[config.mk]
export PLATFORM = sky130hd
export DESIGN_NAME = batrider_rom_packer_flat
export DESIGN_NICKNAME = d
export VERILOG_FILES = /design/src/rtl/batrider_rom_packer_if.sv /design/src/rtl/batrider_rom_packer.sv /design/src/flat_wrapper.sv
export SDC_FILE = /design/constraint.sdc
export NUM_CORES = 1
export LEC_CHECK = 0
export CELL_PAD_IN_SITES_DETAIL_PLACEMENT = 0
export CELL_PAD_IN_SITES_GLOBAL_PLACEMENT = 1
export CORE_MARGIN = 2
export CORE_UTILIZATION = 30
export CTS_CLUSTER_DIAMETER = 120
export DETAILED_ROUTE_END_ITERATION = 6
export GPL_ROUTABILITY_DRIVEN = 0
export PLACE_DENSITY_LB_ADDON = 0.3
export REMOVE_ABC_BUFFERS = 1
export SLEW_MARGIN = 20
export SYNTH_ARGS = -nofsm -noshare
export SYNTH_HDL_FRONTEND = slang
export SYNTH_SLANG_ARGS = --single-unit
[constraint.sdc]
create_clock -name clk -period 4.8 [get_ports clk]
set_input_delay 0.96 -clock clk [delete_from_list [all_inputs] [get_ports clk]]
set_output_delay 0.96 -clock clk [all_outputs]
set_load 0.05 [all_outputs]
[src/rtl/batrider_rom_packer_if.sv]
// batrider_rom_packer_if: loader byte stream in, SDRAM programming bus out.
interface batrider_rom_packer_if;
    logic        downloading;
    logic [25:0] ioctl_addr;
    logic [7:0]  ioctl_dout;
    logic        ioctl_wr;
    logic [21:0] prog_addr;
    logic [15:0] prog_data;
    logic [1:0]  prog_mask;
    logic [1:0]  prog_ba;
    logic        prog_we;
    logic        prog_rdy;
    logic        dwnld_busy;
    logic        overflow;

    modport master (
        output downloading, ioctl_addr, ioctl_dout, ioctl_wr, prog_rdy,
        input  prog_addr, prog_data, prog_mask, prog_ba, prog_we, dwnld_busy, overflow
    );
    modport slave (
        input  downloading, ioctl_addr, ioctl_dout, ioctl_wr, prog_rdy,
        output prog_addr, prog_data, prog_mask, prog_ba, prog_we, dwnld_busy, overflow
    );
endinterface

[src/rtl/batrider_rom_packer.sv]
// batrider_rom_packer: packs loader bytes into 16-bit SDRAM writes through a 4-deep FIFO.
module batrider_rom_packer (
    input  logic clk,
    input  logic rst,
    batrider_rom_packer_if.slave bus
);
    localparam logic [25:0] PCM_START = 26'h140000;
    localparam logic [25:0] GFX_START = 26'h340000;
    localparam logic [25:0] GFX_SPLIT = 26'h740000;
    localparam logic [25:0] ROM_END   = 26'hB40000;

    typedef enum logic {IDLE, WAIT} state_t;
    typedef struct packed {
        logic [1:0]  ba;
        logic [21:0] addr;
        logic [15:0] data;
        logic [1:0]  mask;
    } entry_t;
    typedef struct packed {
        logic [1:0]  ba;
        logic [21:0] addr;
        logic [7:0]  data;
    } pend_t;

    state_t      state, state_n;
    entry_t      mem [4];
    entry_t      enq_e;
    pend_t       pend, pend_n;
    logic        pend_v, pend_v_n, dl_q, fall, in_range, enq, deq, push;
    logic [1:0]  bank, wp, rp;
    logic [2:0]  count;
    logic [25:0] base;
    logic [21:0] waddr;

    always_comb begin
        in_range = bus.ioctl_addr < ROM_END;
        bank = bus.ioctl_addr < PCM_START ? 2'd0 :
               bus.ioctl_addr < GFX_START ? 2'd1 :
               bus.ioctl_addr < GFX_SPLIT ? 2'd2 : 2'd3;
        base = bank == 2'd0 ? 26'd0 : bank == 2'd1 ? PCM_START :
               bank == 2'd2 ? GFX_START : GFX_SPLIT;
        waddr = 22'((bus.ioctl_addr - base) >> 1);
        fall = dl_q & ~bus.downloading;
        enq = 1'b0;
        enq_e = '{pend.ba, pend.addr, {8'h00, pend.data}, 2'b10};
        pend_v_n = pend_v;
        pend_n = pend;
        // The download-end flush wins over a coincident strobe, which is dropped
        if (fall) begin
            enq = pend_v;
            pend_v_n = 1'b0;
        end else if (bus.ioctl_wr && in_range) begin
            if (!bus.ioctl_addr[0]) begin
                enq = pend_v;
                pend_v_n = 1'b1;
                pend_n = '{bank, waddr, bus.ioctl_dout};
            end else begin
                enq = 1'b1;
                pend_v_n = 1'b0;
                enq_e = (pend_v && pend.ba == bank && pend.addr == waddr) ?
                        '{bank, waddr, {bus.ioctl_dout, pend.data}, 2'b00} :
                        '{bank, waddr, {bus.ioctl_dout, 8'h00}, 2'b01};
            end
        end
    end

    assign deq  = state == IDLE && count != 3'd0;
    assign push = enq && (count != 3'd4 || deq);

    always_comb begin
        state_n = state;
        state_n = state == IDLE ? (deq ? WAIT : IDLE) : (bus.prog_rdy ? IDLE : WAIT);
        bus.prog_we = state == WAIT;
        bus.dwnld_busy = bus.downloading | pend_v | (count != 3'd0) | (state == WAIT);
    end

    always_ff @(posedge clk)
        if (push) mem[wp] <= enq_e;

    always_ff @(posedge clk or posedge rst)
        if (rst) state <= IDLE;
        else     state <= state_n;

    always_ff @(posedge clk or posedge rst) begin
        if (rst) begin
            dl_q <= 1'b0;
            pend_v <= 1'b0;
            pend <= '0;
            wp <= '0;
            rp <= '0;
            count <= '0;
            bus.overflow <= 1'b0;
            {bus.prog_ba, bus.prog_addr, bus.prog_data, bus.prog_mask} <= '0;
        end else begin
            dl_q <= bus.downloading;
            pend_v <= pend_v_n;
            pend <= pend_n;
            wp <= wp + 2'(push);
            rp <= rp + 2'(deq);
            count <= count + 3'(push) - 3'(deq);
            bus.overflow <= bus.overflow | (enq & ~push);
            if (deq) {bus.prog_ba, bus.prog_addr, bus.prog_data, bus.prog_mask} <= mem[rp];
        end
    end
endmodule
[src/flat_wrapper.sv]
// flat-port wrapper written by rule: the top's interface ports become plain ports
module batrider_rom_packer_flat 
  (clk, rst, bus_downloading, bus_ioctl_addr, bus_ioctl_dout, bus_ioctl_wr, bus_prog_rdy, bus_prog_addr, bus_prog_data, bus_prog_mask, bus_prog_ba, bus_prog_we, bus_dwnld_busy, bus_overflow);
  batrider_rom_packer_if bus_i ();
  input  logic clk;
  input  logic rst;
  input wire logic [$bits(bus_i.downloading)-1:0] bus_downloading;
  input wire logic [$bits(bus_i.ioctl_addr)-1:0] bus_ioctl_addr;
  input wire logic [$bits(bus_i.ioctl_dout)-1:0] bus_ioctl_dout;
  input wire logic [$bits(bus_i.ioctl_wr)-1:0] bus_ioctl_wr;
  input wire logic [$bits(bus_i.prog_rdy)-1:0] bus_prog_rdy;
  output wire logic [$bits(bus_i.prog_addr)-1:0] bus_prog_addr;
  output wire logic [$bits(bus_i.prog_data)-1:0] bus_prog_data;
  output wire logic [$bits(bus_i.prog_mask)-1:0] bus_prog_mask;
  output wire logic [$bits(bus_i.prog_ba)-1:0] bus_prog_ba;
  output wire logic [$bits(bus_i.prog_we)-1:0] bus_prog_we;
  output wire logic [$bits(bus_i.dwnld_busy)-1:0] bus_dwnld_busy;
  output wire logic [$bits(bus_i.overflow)-1:0] bus_overflow;
  assign bus_i.downloading = bus_downloading;
  assign bus_i.ioctl_addr = bus_ioctl_addr;
  assign bus_i.ioctl_dout = bus_ioctl_dout;
  assign bus_i.ioctl_wr = bus_ioctl_wr;
  assign bus_i.prog_rdy = bus_prog_rdy;
  assign bus_prog_addr = bus_i.prog_addr;
  assign bus_prog_data = bus_i.prog_data;
  assign bus_prog_mask = bus_i.prog_mask;
  assign bus_prog_ba = bus_i.prog_ba;
  assign bus_prog_we = bus_i.prog_we;
  assign bus_dwnld_busy = bus_i.dwnld_busy;
  assign bus_overflow = bus_i.overflow;
  batrider_rom_packer u_core (.clk(clk), .rst(rst), .bus(bus_i));
endmodule
* Yosys cells after proc, flatten, opt, wreduce, memory -nomap -nowiden
Memories as Yosys holds them, arrays and structs flattened. A register that Yosys moved wholly into a read port is not among the register bits. Index checks and enable logic that the tools add are counted.
Storage, ports and cells: register bits after elaboration 43, RAM bits 168, input bits 39, output and inout bits 45, word-level logic and storage cells 67, memories kept 1
Memories:
- u_core.mem | words 4, bits a word 42, read ports 1, clocked after Yosys merged registers in 1, wr ports 1, RTL line batrider_rom_packer.sv:26 | entry_t mem [4];
Cells by class: $add $sub $neg 5, order comparisons 4, equality and inequality tests 5, mux-type cells 21, bitwise logic cells 11, reductions and logical operators 10
Operators with widths (number):
- $mux 42 | 3
- $mux 23 | 3
- $lt 26x21->1 const B | 1
- $lt 26x22->1 const B | 1
- $lt 26x23->1 const B | 1
- $lt 26x24->1 const B | 1
- $sub 23x23->23 | 1
- $eq 22x22->1 | 1
- $mux 1 | 12
- $mux 10 | 1
- $logic_and 1x1->1 | 5
- $not 1->1 | 5
- $add 2x1->2 | 2
- $mux 2 | 2
- $or 1x1->1 | 4
- $add 3x1->3 | 1
- $ne 3x3->1 const B | 1
- $reduce_and 3->1 | 1
- $reduce_bool 3->1 | 1
- $sub 3x1->3 | 1
- $and 1x1->1 | 2
- $eq 2x1->1 const B | 1
- $eq 2x2->1 | 1
- $eq 2x2->1 const B | 1
- 3 further kinds | 3

* Logic depth before layout (Yosys ltp)
Gate-level depths: netlist of run 1.
depth after elaboration 15, gate-level depth with buffers 12, gate-level depth less buffers 12

* Worst setup path before layout of run 1
OpenSTA, ideal clock, no wires.
path kind input to register, start input port bus_ioctl_addr[18], end memory u_core.mem[0][0] in the netlist's numbering, enable pin, setup time 503 ps, arrival time 5045 ps, data required time 4297 ps, path slack -748 ps, cell stages on the path 5, path buffers 0, path through o211a_1 -> o21ai_1 -> nand3_1 -> a211oi_1 -> nor3b_1
On the way: longest elaborated chain between the ends 7
Ends and longest elaborated chain:
- start, declared | RTL line flat_wrapper.sv:8 | input wire logic [$bits(bus_i.ioctl_addr)-1:0] bus_ioctl_addr;
- $lt 26x24->1 | RTL line batrider_rom_packer.sv:36 | in_range = bus.ioctl_addr < ROM_END;
- $logic_and 1x1->1 | RTL line batrider_rom_packer.sv:52 | end else if (bus.ioctl_wr && in_range) begin
- $mux 1 | RTL line batrider_rom_packer.sv:52
- $mux 1 | RTL line batrider_rom_packer.sv:49 | if (fall) begin
- $logic_and 1x1->1 | RTL line batrider_rom_packer.sv:68 | assign push = enq && (count != 3'd4 || deq);
- $mux 1 | RTL line batrider_rom_packer.sv:78 | if (push) mem[wp] <= enq_e;
- $mux 1 (implied by the code) | RTL line batrider_rom_packer.sv:78
- end, declared | RTL line batrider_rom_packer.sv:26
Every way passes these cells.

==> reports/qor.yml, run 1 <==
status:
  outcome: "completed"
synthesis:
  synth_edf_count: 168
  synth-seq-cells: 253
  postSynthAreaPerCell_um2: 17.0
  ys.warnings.count: 0
  synth_cells: 612
  ys_seq_area_share_pct: 68.8
  syn_area_mm2: 0.0104
  async_flop_share_pct: 33.6
  ys.flop_type: "edfxtp_1"
  yosysUniqueCellTypes: 48
power:
  peakVddDrop_mv: 0.330
  p_clk_share_pct: 26.9
  internal-power_mw: 5.21
  p_leak_nw: 4.70
  pwr-share-seq_pct: 40.1
  power_frac_comb_pct: 33.0
  switching_share_pct: 33.2
  p_switching_mw: 2.59
  powerDensity_mw_per_mm2: 608
die:
  rows: 68
  ios: 84
  die_area_mm2: 0.0363
  start_util_pct: 30.3
  die_y_um: 190
  coreArea_mm2: 0.0344
  die_w_um: 190
clock_network:
  cts_resized: 0
  cts_tree: "yes"
  clkLatencyLatePin_ps: 530
  clk_path_buf_depth: 3
  postCtsSetupRepairBufs: 0
  cts_buffers: 28
  cts_hold_buf: 0
  cts_root_buffer: "clkbuf_16"
  cts_sinks: 253
  htree_levels: 1
  clkTransAtPathRegs_ps: 60
sta:
  final-setup-viol-count: 0
  hold_violations: 0
  worst_pin_slew_ps: 912
  final-max-slew-violation-count: 0
  period_share_pct: 82.1
  fin_worst_skew_ps: 12.8
  timing.slew.headroom_pct: 39.2
  fin_crit_ps: 3940
  fmax_mhz: 254
  setup_ws_ps: 857
  rsz0062_at_grt: "no"
  fin_hold_ws_ps: 472
route:
  ant_nets: 0
  routed.top_layer: "met4"
  viasPerCell: 4.62
  firstDrtPassIters: 5
  drtIter0Drc: 442
  via_count: 5517
  routed-wl-met2_um: 11200
  post_drt_wl_per_cell_um: 19.1
  drc: 0
  wl_met1_um: 10300
  wirelength_um: 22800
  dr_wl_met3_um: 862
placement:
  place_area_mm2: 0.0119
  io_buffers: 83
  dpl.hpwl_um: 14500
  dp_cells: 1141
  pre_cts_slack_ps: 339
global_route:
  antenna_found_initial: 0
  grt_pass1_wl_um: 35200
  grt_pass1_vias: 5988
  track_usage_pct: 12.8
  grt.overflow.total: 0
  grt_max_degree: 52
min_path:
  whs_path_depth: 1
  hp-class: "flip-flop to flip-flop"
cells_and_area:
  final_layout_size_suffix_gt1_share_pct: 26.8
  layout_commonest_cell: "edfxtp_1"
  num-fill-cells: 3252
  final_cell_mix: "edfxtp_1, clkdlybuf4s50_1, dfrtp_1, mux2_2, nand2_1"
  final_area_mm2: 0.0128
  syn_to_final_growth_pct: 23.2
  n_antenna_cell: 0
  nets: 764
  post-route-util_pct: 37.4
  final_cells: 1193
job:
  maxCapViolCount: 0
worst_setup_path:
  cp.required_ps: 5060
  rr_worst_depth: 10
  path_class: "input port to flip-flop"
  start_kind: "input port"
  cp-end-kind: "flip-flop"
  cp.arrival_ps: 4210
  path_max_fanout: 9
cell families after synthesis:
group                    share of synthesized area [%]
adder cells (fa/ha/maj)                           1.15
AO/OA/AOI/OAI                                     2.45
XOR/XNOR                                          2.88
AND/OR/NAND/NOR                                   5.59
flip-flops                                        68.8
buffers and inverters                             1.68
multiplexers                                      17.5
area by class of cell:
cell class,instances,area [um^2],area share [%]
inverter,14,55.1,0.429
clock inverter,11,88.8,0.692
tap,455,569,4.43
clock buffer,41,841,6.55
sequential,253,7170,55.9
timing repair buffer,103,1020,7.93
multi-input combinational,316,3090,24.1
power by group through the flow:
stage,registers [mW],clock network (mW),logic (mW)
floorplan,3.82,0,1.10
global placement,3.18,0,2.57
detailed placement,3.20,0,2.62
CTS,3.15,2.16,2.63
global route,3.20,2.26,2.76
finish,3.13,2.10,2.57
worst paths after layout:
check | slack [ps] | from | endpoint
setup reg to reg | 2050 | u_core.count[1] | u_core.count[2]
min in group asynchronous | 920 | rst | u_core.bus.prog_addr[11]
setup / recovery | 860 | bus_ioctl_addr[19] | u_core.mem[0][0]
hold reg to reg | 470 | u_core.bus.overflow | u_core.bus.overflow
max in group asynchronous | 3210 | rst | u_core.pend[21]
hold / removal | 470 | u_core.bus.overflow | u_core.bus.overflow
worst max-delay path: stages:
cell	delay, ps
clkdlybuf4s50_1	530
o21ai_0	270
nand3_1	160
ha_1	230
ha_1	200
xnor2_1	280
xor2_1	100
or4_1	540
or4_1	400
buf_4	200
o31a_1	320
per-stage QoR:
step	TNS, ps	power (mW)
finish	0	7.80
detailed placement	0	5.82
global placement	0	5.75
CTS	0	7.94
global route	0	8.22
floorplan	-31410	4.91
synth_stat cells, drive strengths merged (2+ instances only):
library cell | n | area, um^2
nand4 | 5 | 31.3
nand2b | 3 | 18.8
buf | 9 | 47.5
and3b | 3 | 26.3
xor2 | 6 | 52.6
nand3 | 12 | 60.1
nand2 | 70 | 263
and2 | 8 | 50.1
mux4 | 42 | 946
xnor2 | 23 | 201
or4 | 2 | 15.0
inv | 14 | 52.6
or3 | 3 | 18.8
edfxtp | 168 | 5040
dfrtp | 85 | 2130
o21ai | 7 | 35.0
nor3 | 4 | 20.0
nor2 | 9 | 33.8
a21oi | 4 | 20.0
mux2i | 4 | 40.0
clkbuf | 20 | 75.1
a21o | 2 | 16.3
ha | 8 | 100
o31ai | 8 | 100
mux2 | 74 | 833
o31a | 2 | 17.5
sequential cells by signal, summed over array words and instances, names as in the netlist, 2 cells and up:
register and count:
u_core.bus.prog_ba 2, u_core.bus.prog_mask 2, u_core.bus.prog_addr 22, u_core.rp 2, u_core.mem 168, u_core.bus.prog_data 16
u_core.wp 2, u_core.count 3, u_core.pend 32
per-layer routing:
layer / up-vias / GRT usage [%]
met4: 0 / 2.83
met3: 30 / 1.95
met5: - / 0
li1: 2522 / -
met1: 2854 / 17.3
met2: 111 / 21.8
(Power assumes the default switching activity.)
==> inputs of run 2 (changes only) <==
clock period = 4 ns   (was 4.8 ns; I/O delays follow)
==> run 2 against run 1 <==
Global-route usage is 0.10 points higher; count of clock-buffer cells in the layout shrank 1; critical path type unchanged; die area unchanged; sequential share of layout area decreased by 0.63 points.
==> reports/qor.yml, run 2 (same netlist as run 1, synthesis figures left out) <==
worst_setup_path:
  cp.arrival_ps: 4090
  reg2reg_from: "u_core.pend[14]"
  crit_chain: "clkdlybuf4s50_1, nor3_1, nand3_1, ha_1, ha_1, xnor2_1, xor2_1, or4_1, or4_1, buf_4, o31ai_2"
  max_stage_delay_ps: 540
  path_class: "input port to flip-flop"
  r2r_slack_ps: 1460
  rr_worst_depth: 6
  start_kind: "input port"
  cp_slowest_cell: "or4_1"
  cp_num_buf_inv: 2
  cpLargestDelayFamily: "simple AND/OR/NAND/NOR gates"
  path_max_fanout: 8
  worstReg2RegEnd: "u_core.mem[3][5]"
  cp-end-kind: "flip-flop"
  cp.required_ps: 4310
cells_and_area:
  final_area_mm2: 0.0130
  n_antenna_cell: 0
  final_cell_mix: "edfxtp_1, clkdlybuf4s50_1, dfrtp_1, mux2_2, nand2_1"
  layout_commonest_cell: "edfxtp_1"
  syn_to_final_growth_pct: 24.6
  final_cells: 1211
  largest_reg_flops: 168
  final_layout_size_suffix_gt1_share_pct: 27.6
  nets: 782
  largest_register: "u_core.mem"
power:
  powerDensity_mw_per_mm2: 722
  peakVddDrop_mv: 0.365
  p_leak_nw: 4.77
  power_mw: 9.38
global_route:
  grtUsageMet3_pct: 2.47
  met2_usage_pct: 21.4
  grt.overflow.total: 0
  track_usage_pct: 12.9
  antenna_found_initial: 0
  grt_pass1_vias: 6010
  use_met1_pct: 17.7
  grt_max_degree: 46
  grt_pass1_wl_um: 35700
  top_usage_layer: "met2"
placement:
  pre_cts_slack_ps: -349
  io_buffers: 83
  dpl.hpwl_um: 14600
  place_area_mm2: 0.0121
  dp_cells: 1159
sta:
  hold_violations: 0
  final-max-slew-violation-count: 0
  rsz0062_at_grt: "no"
  fin_worst_skew_ps: 8.59
  period_share_pct: 94.5
  fmax_mhz: 264
  timing.slew.headroom_pct: 39.7
  worst_pin_slew_ps: 904
  setup_ws_ps: 219
  fin_crit_ps: 3780
  final-setup-viol-count: 0
min_path:
  hold_end: "u_core.bus.overflow"
  hp-class: "flip-flop to flip-flop"
  min_from: "u_core.bus.overflow"
  whs_path_depth: 1
die:
  die_w_um: 190
  die_y_um: 190
  coreArea_mm2: 0.0344
  ios: 84
  rows: 68
  die_area_mm2: 0.0363
  start_util_pct: 30.3
clock_network:
  htree_levels: 1
  cts_tree: "yes"
  clk_path_buf_depth: 3
  cts_buffers: 28
  clkLatencyLatePin_ps: 530
  cts_resized: 0
  cts_hold_buf: 0
  cts_sinks: 253
  cts_root_buffer: "clkbuf_16"
  postCtsSetupRepairBufs: 0
  clkTransAtPathRegs_ps: 60
route:
  viasPerCell: 4.62
  via_count: 5590
  drc: 0
  firstDrtPassIters: 4
  post_drt_wl_per_cell_um: 19.0
  wirelength_um: 23000
  ant_nets: 0
  drtIter0Drc: 308
status:
  outcome: "completed"
job:
  maxCapViolCount: 0
run 2: cell types whose count changed in the layout (fill, tap and decap cells not counted), moves of 3 or more:
cell,change
buf_4,+15
clkbuf_8,-5
clkbuf_1,+4
buf_12,+3
clkinv_1,+3
run 2: worst max-delay path by stage:
| stage | start | endpoint | slack [ps] | depth (start not counted) |
|---|---|---|---|---|
| after floorplan | bus_ioctl_addr[18] | u_core.mem[0][0] | -1390 | 5 |
| after CTS | bus_ioctl_addr[23] | u_core.mem[0][7] | 220 | 11 |
| after global placement | bus_ioctl_addr[23] | u_core.mem[0][8] | -170 | 11 |
| after detailed placement | bus_ioctl_addr[23] | u_core.mem[1][7] | -350 | 11 |
| final | bus_ioctl_addr[23] | u_core.mem[3][5] | 220 | 11 |
| after global routing | bus_ioctl_addr[23] | u_core.mem[0][7] | 9 | 11 |
run 2: routing by layer:
| metal | share of wire [%] | wire length [um] |
|---|---|---|
| met1 | 47 | 10700 |
| met2 | 47 | 10900 |
| met3 | 4.4 | 1000 |
| met4 | 1.7 | 391 |
| met5 | 0 | 0 |
run 2: worst reg2reg max path: cells and delay by family (launching register included):
kind                   cells  cell delay, ps
AO/OA/AOI/OAI              1             360
XOR/XNOR                   1             190
buffers and inverters      1             220
flip-flops                 1             400
AND/OR/NAND/NOR            3            1150
run 2: cell type report:
cell class              instances  area, um^2
fillers                      3201       21400
flip-flops and latches        253        7170
multi-input cells             316        3100
repair buffers                121        1190
clock buffers                  40         787
well taps                     455         569
clock inverters                12         110
inverters                      14        53.8
run 2: stage by stage:
stage | TNS, ps | util, % | hold slack [ps]
3_5_place_dp | -10360 | 35.2 | 456
2_1_floorplan | -58290 | - | 480
5_1_grt | 0 | 37.8 | 500
4_1_cts | 0 | 37.8 | 473
3_3_place_gp | -4540 | 35.2 | 459
6_report | 0 | 37.8 | 471
run 2: power by group:
group	switching [mW]	internal [mW]	total (mW)
logic	1.71	1.40	3.11
registers	0.404	3.37	3.78
clock network	1.00	1.49	2.49
total	3.12	6.26	9.38
==> inputs of run 3 (changes only) <==
DONT_BUFFER_PORTS = 1   (was default)
SLEW_MARGIN = default   (was 20)
==> run 3 against run 2 <==
Clock power down 2%; combinational power down 44%; total power down 6.1%; critical path type unchanged; highest routed layer unchanged; critical path depth is 1 lower; largest power group unchanged; critical endpoint is now u_core.mem[1][3]; sequential share of layout area rose by 4.8 points.
==> reports/qor.yml, run 3 (same netlist as run 1, synthesis figures left out) <==
cells_and_area:
  final-seq-area_mm2: 0.00717
  largest_register: "u_core.mem"
  layout_commonest_cell: "edfxtp_1"
  num-fill-cells: 3285
  final_cells: 1106
  final_cell_mix: "edfxtp_1, dfrtp_1, mux2_2, nand2_1, mux4_2"
  final_layout_size_suffix_gt1_share_pct: 28.7
  n_antenna_cell: 0
  largest_reg_flops: 168
  multi_input_area_mm2: 0.00309
  syn_to_final_growth_pct: 14.6
  nets: 677
sta:
  fmax_mhz: 295
  setup_ws_ps: 610
  worst_pin_slew_ps: 886
  final-setup-viol-count: 0
  final-max-slew-violation-count: 0
  fin_crit_ps: 3390
  period_share_pct: 84.7
  hold_violations: 0
  fin_worst_skew_ps: 11.9
  timing.slew.headroom_pct: 40.9
  fin_hold_ws_ps: 267
  rsz0062_at_grt: "no"
worst_setup_path:
  cp.required_ps: 4310
  cp_slowest_cell: "or4_1"
  cp.arrival_ps: 3700
  path_class: "input port to flip-flop"
  path_max_fanout: 8
  crit_chain: "o21ai_0, nand3_1, ha_1, ha_1, xor2_1, nand4_1, or4_1, or4_1, buf_4, o31ai_2"
  cp-end-kind: "flip-flop"
  reg2reg_from: "u_core.bus.prog_we"
  max_stage_delay_ps: 530
  start_kind: "input port"
  worstReg2RegEnd: "u_core.count[2]"
  rr_worst_depth: 11
  r2r_slack_ps: 1050
global_route:
  grt_pass1_wl_um: 35100
  grt_pass1_vias: 5753
  antenna_found_initial: 1
  grt.overflow.total: 0
  track_usage_pct: 12.9
  grt_max_degree: 51
die:
  rows: 68
  die_y_um: 190
  die_w_um: 190
  ios: 84
  coreArea_mm2: 0.0344
  die_area_mm2: 0.0363
  start_util_pct: 30.3
power:
  p_leak_nw: 4.33
  powerDensity_mw_per_mm2: 737
  peakVddDrop_mv: 0.352
route:
  post_drt_wl_per_cell_um: 20.7
  drtIter0Drc: 361
  drc: 0
  via_count: 5284
  wirelength_um: 22900
  routed-wl-met2_um: 11000
  ant_nets: 0
  routed.top_layer: "met4"
  wl_met1_um: 10400
  dr_wl_met3_um: 1040
  firstDrtPassIters: 5
  viasPerCell: 4.78
placement:
  pre_cts_slack_ps: 140
  dpl.hpwl_um: 14100
  dp_cells: 1054
  io_buffers: 0
clock_network:
  cts_hold_buf: 0
  htree_levels: 1
  cts_root_buffer: "clkbuf_16"
  cts_tree: "yes"
  clkTransAtPathRegs_ps: 60
  cts_sinks: 253
  clkLatencyLatePin_ps: 530
  cts_resized: 0
  cts_buffers: 28
  postCtsSetupRepairBufs: 0
  clk_path_buf_depth: 3
status:
  outcome: "completed"
job:
  maxCapViolCount: 0
min_path:
  hp-class: "input port to asynchronous set/reset pin"
==> run 3: cell count changes in the layout (fill, tap and decap cells not counted), sizes merged <==
cell / previous run / this run
clkdlybuf4s50: 83 / 0
buf: 38 / 16
clkbuf: 40 / 44
clkinv: 9 / 6
clkinvlp: 2 / 0
inv: 13 / 15
bufinv: 2 / 1
==> run 3: where the power goes <==
group          internal (mW)  switching [mW]
logic                  0.974           0.780
clock network           1.44           0.990
registers               3.36            1.27
total                   5.77            3.04
==> run 3: worst max-delay path: cells and delay by family <==
kind / cells / cell delay (ps)
compound gates: 2 / 630
xor+xnor: 1 / 160
fa+ha+maj: 2 / 550
buf+inv: 1 / 230
simple gates: 4 / 1320
==> run 3: through the flow <==
| step | util [%] | TNS, ps | area, um^2 | power (mW) |
|---|---|---|---|---|
| floorplan | - | -58290 | 10300 | 5.90 |
| global placement | 32.2 | 0 | 11100 | 6.43 |
| detailed placement | 32.2 | 0 | 11100 | 6.50 |
| CTS | 34.8 | 0 | 12000 | 8.97 |
| global route | 34.8 | 0 | 12000 | 9.28 |
| finish | 34.8 | 0 | 12000 | 8.81 |
==> run 3: how the worst max path moves through the flow <==
stage	startpoint	to	slack, ps
floorplan	bus_ioctl_addr[18]	u_core.mem[0][0]	-1390
global placement	bus_ioctl_addr[23]	u_core.mem[0][6]	270
detailed placement	bus_ioctl_addr[23]	u_core.mem[3][8]	140
CTS	bus_ioctl_addr[23]	u_core.mem[0][8]	690
global route	bus_ioctl_addr[18]	u_core.mem[1][4]	510
finish	bus_ioctl_addr[18]	u_core.mem[1][3]	610
==> run 3: area by class of cell <==
type | instances | area share, %
Clock buffer | 44 | 6.71
Timing Repair Buffer | 16 | 1.53
Multi-Input combinational cell | 316 | 25.9
Inverter | 14 | 0.461
Tap cell | 455 | 4.76
Clock inverter | 8 | 0.607
Sequential cell | 253 | 60.0
==> run 3: routing by layer <==
| layer | vias up | global-route usage (%) |
|---|---|---|
| met4 | 0 | 2.98 |
| met1 | 2772 | 17.1 |
| met2 | 118 | 21.7 |
| met5 | - | 0 |
| li1 | 2361 | - |
| met3 | 33 | 2.78 |
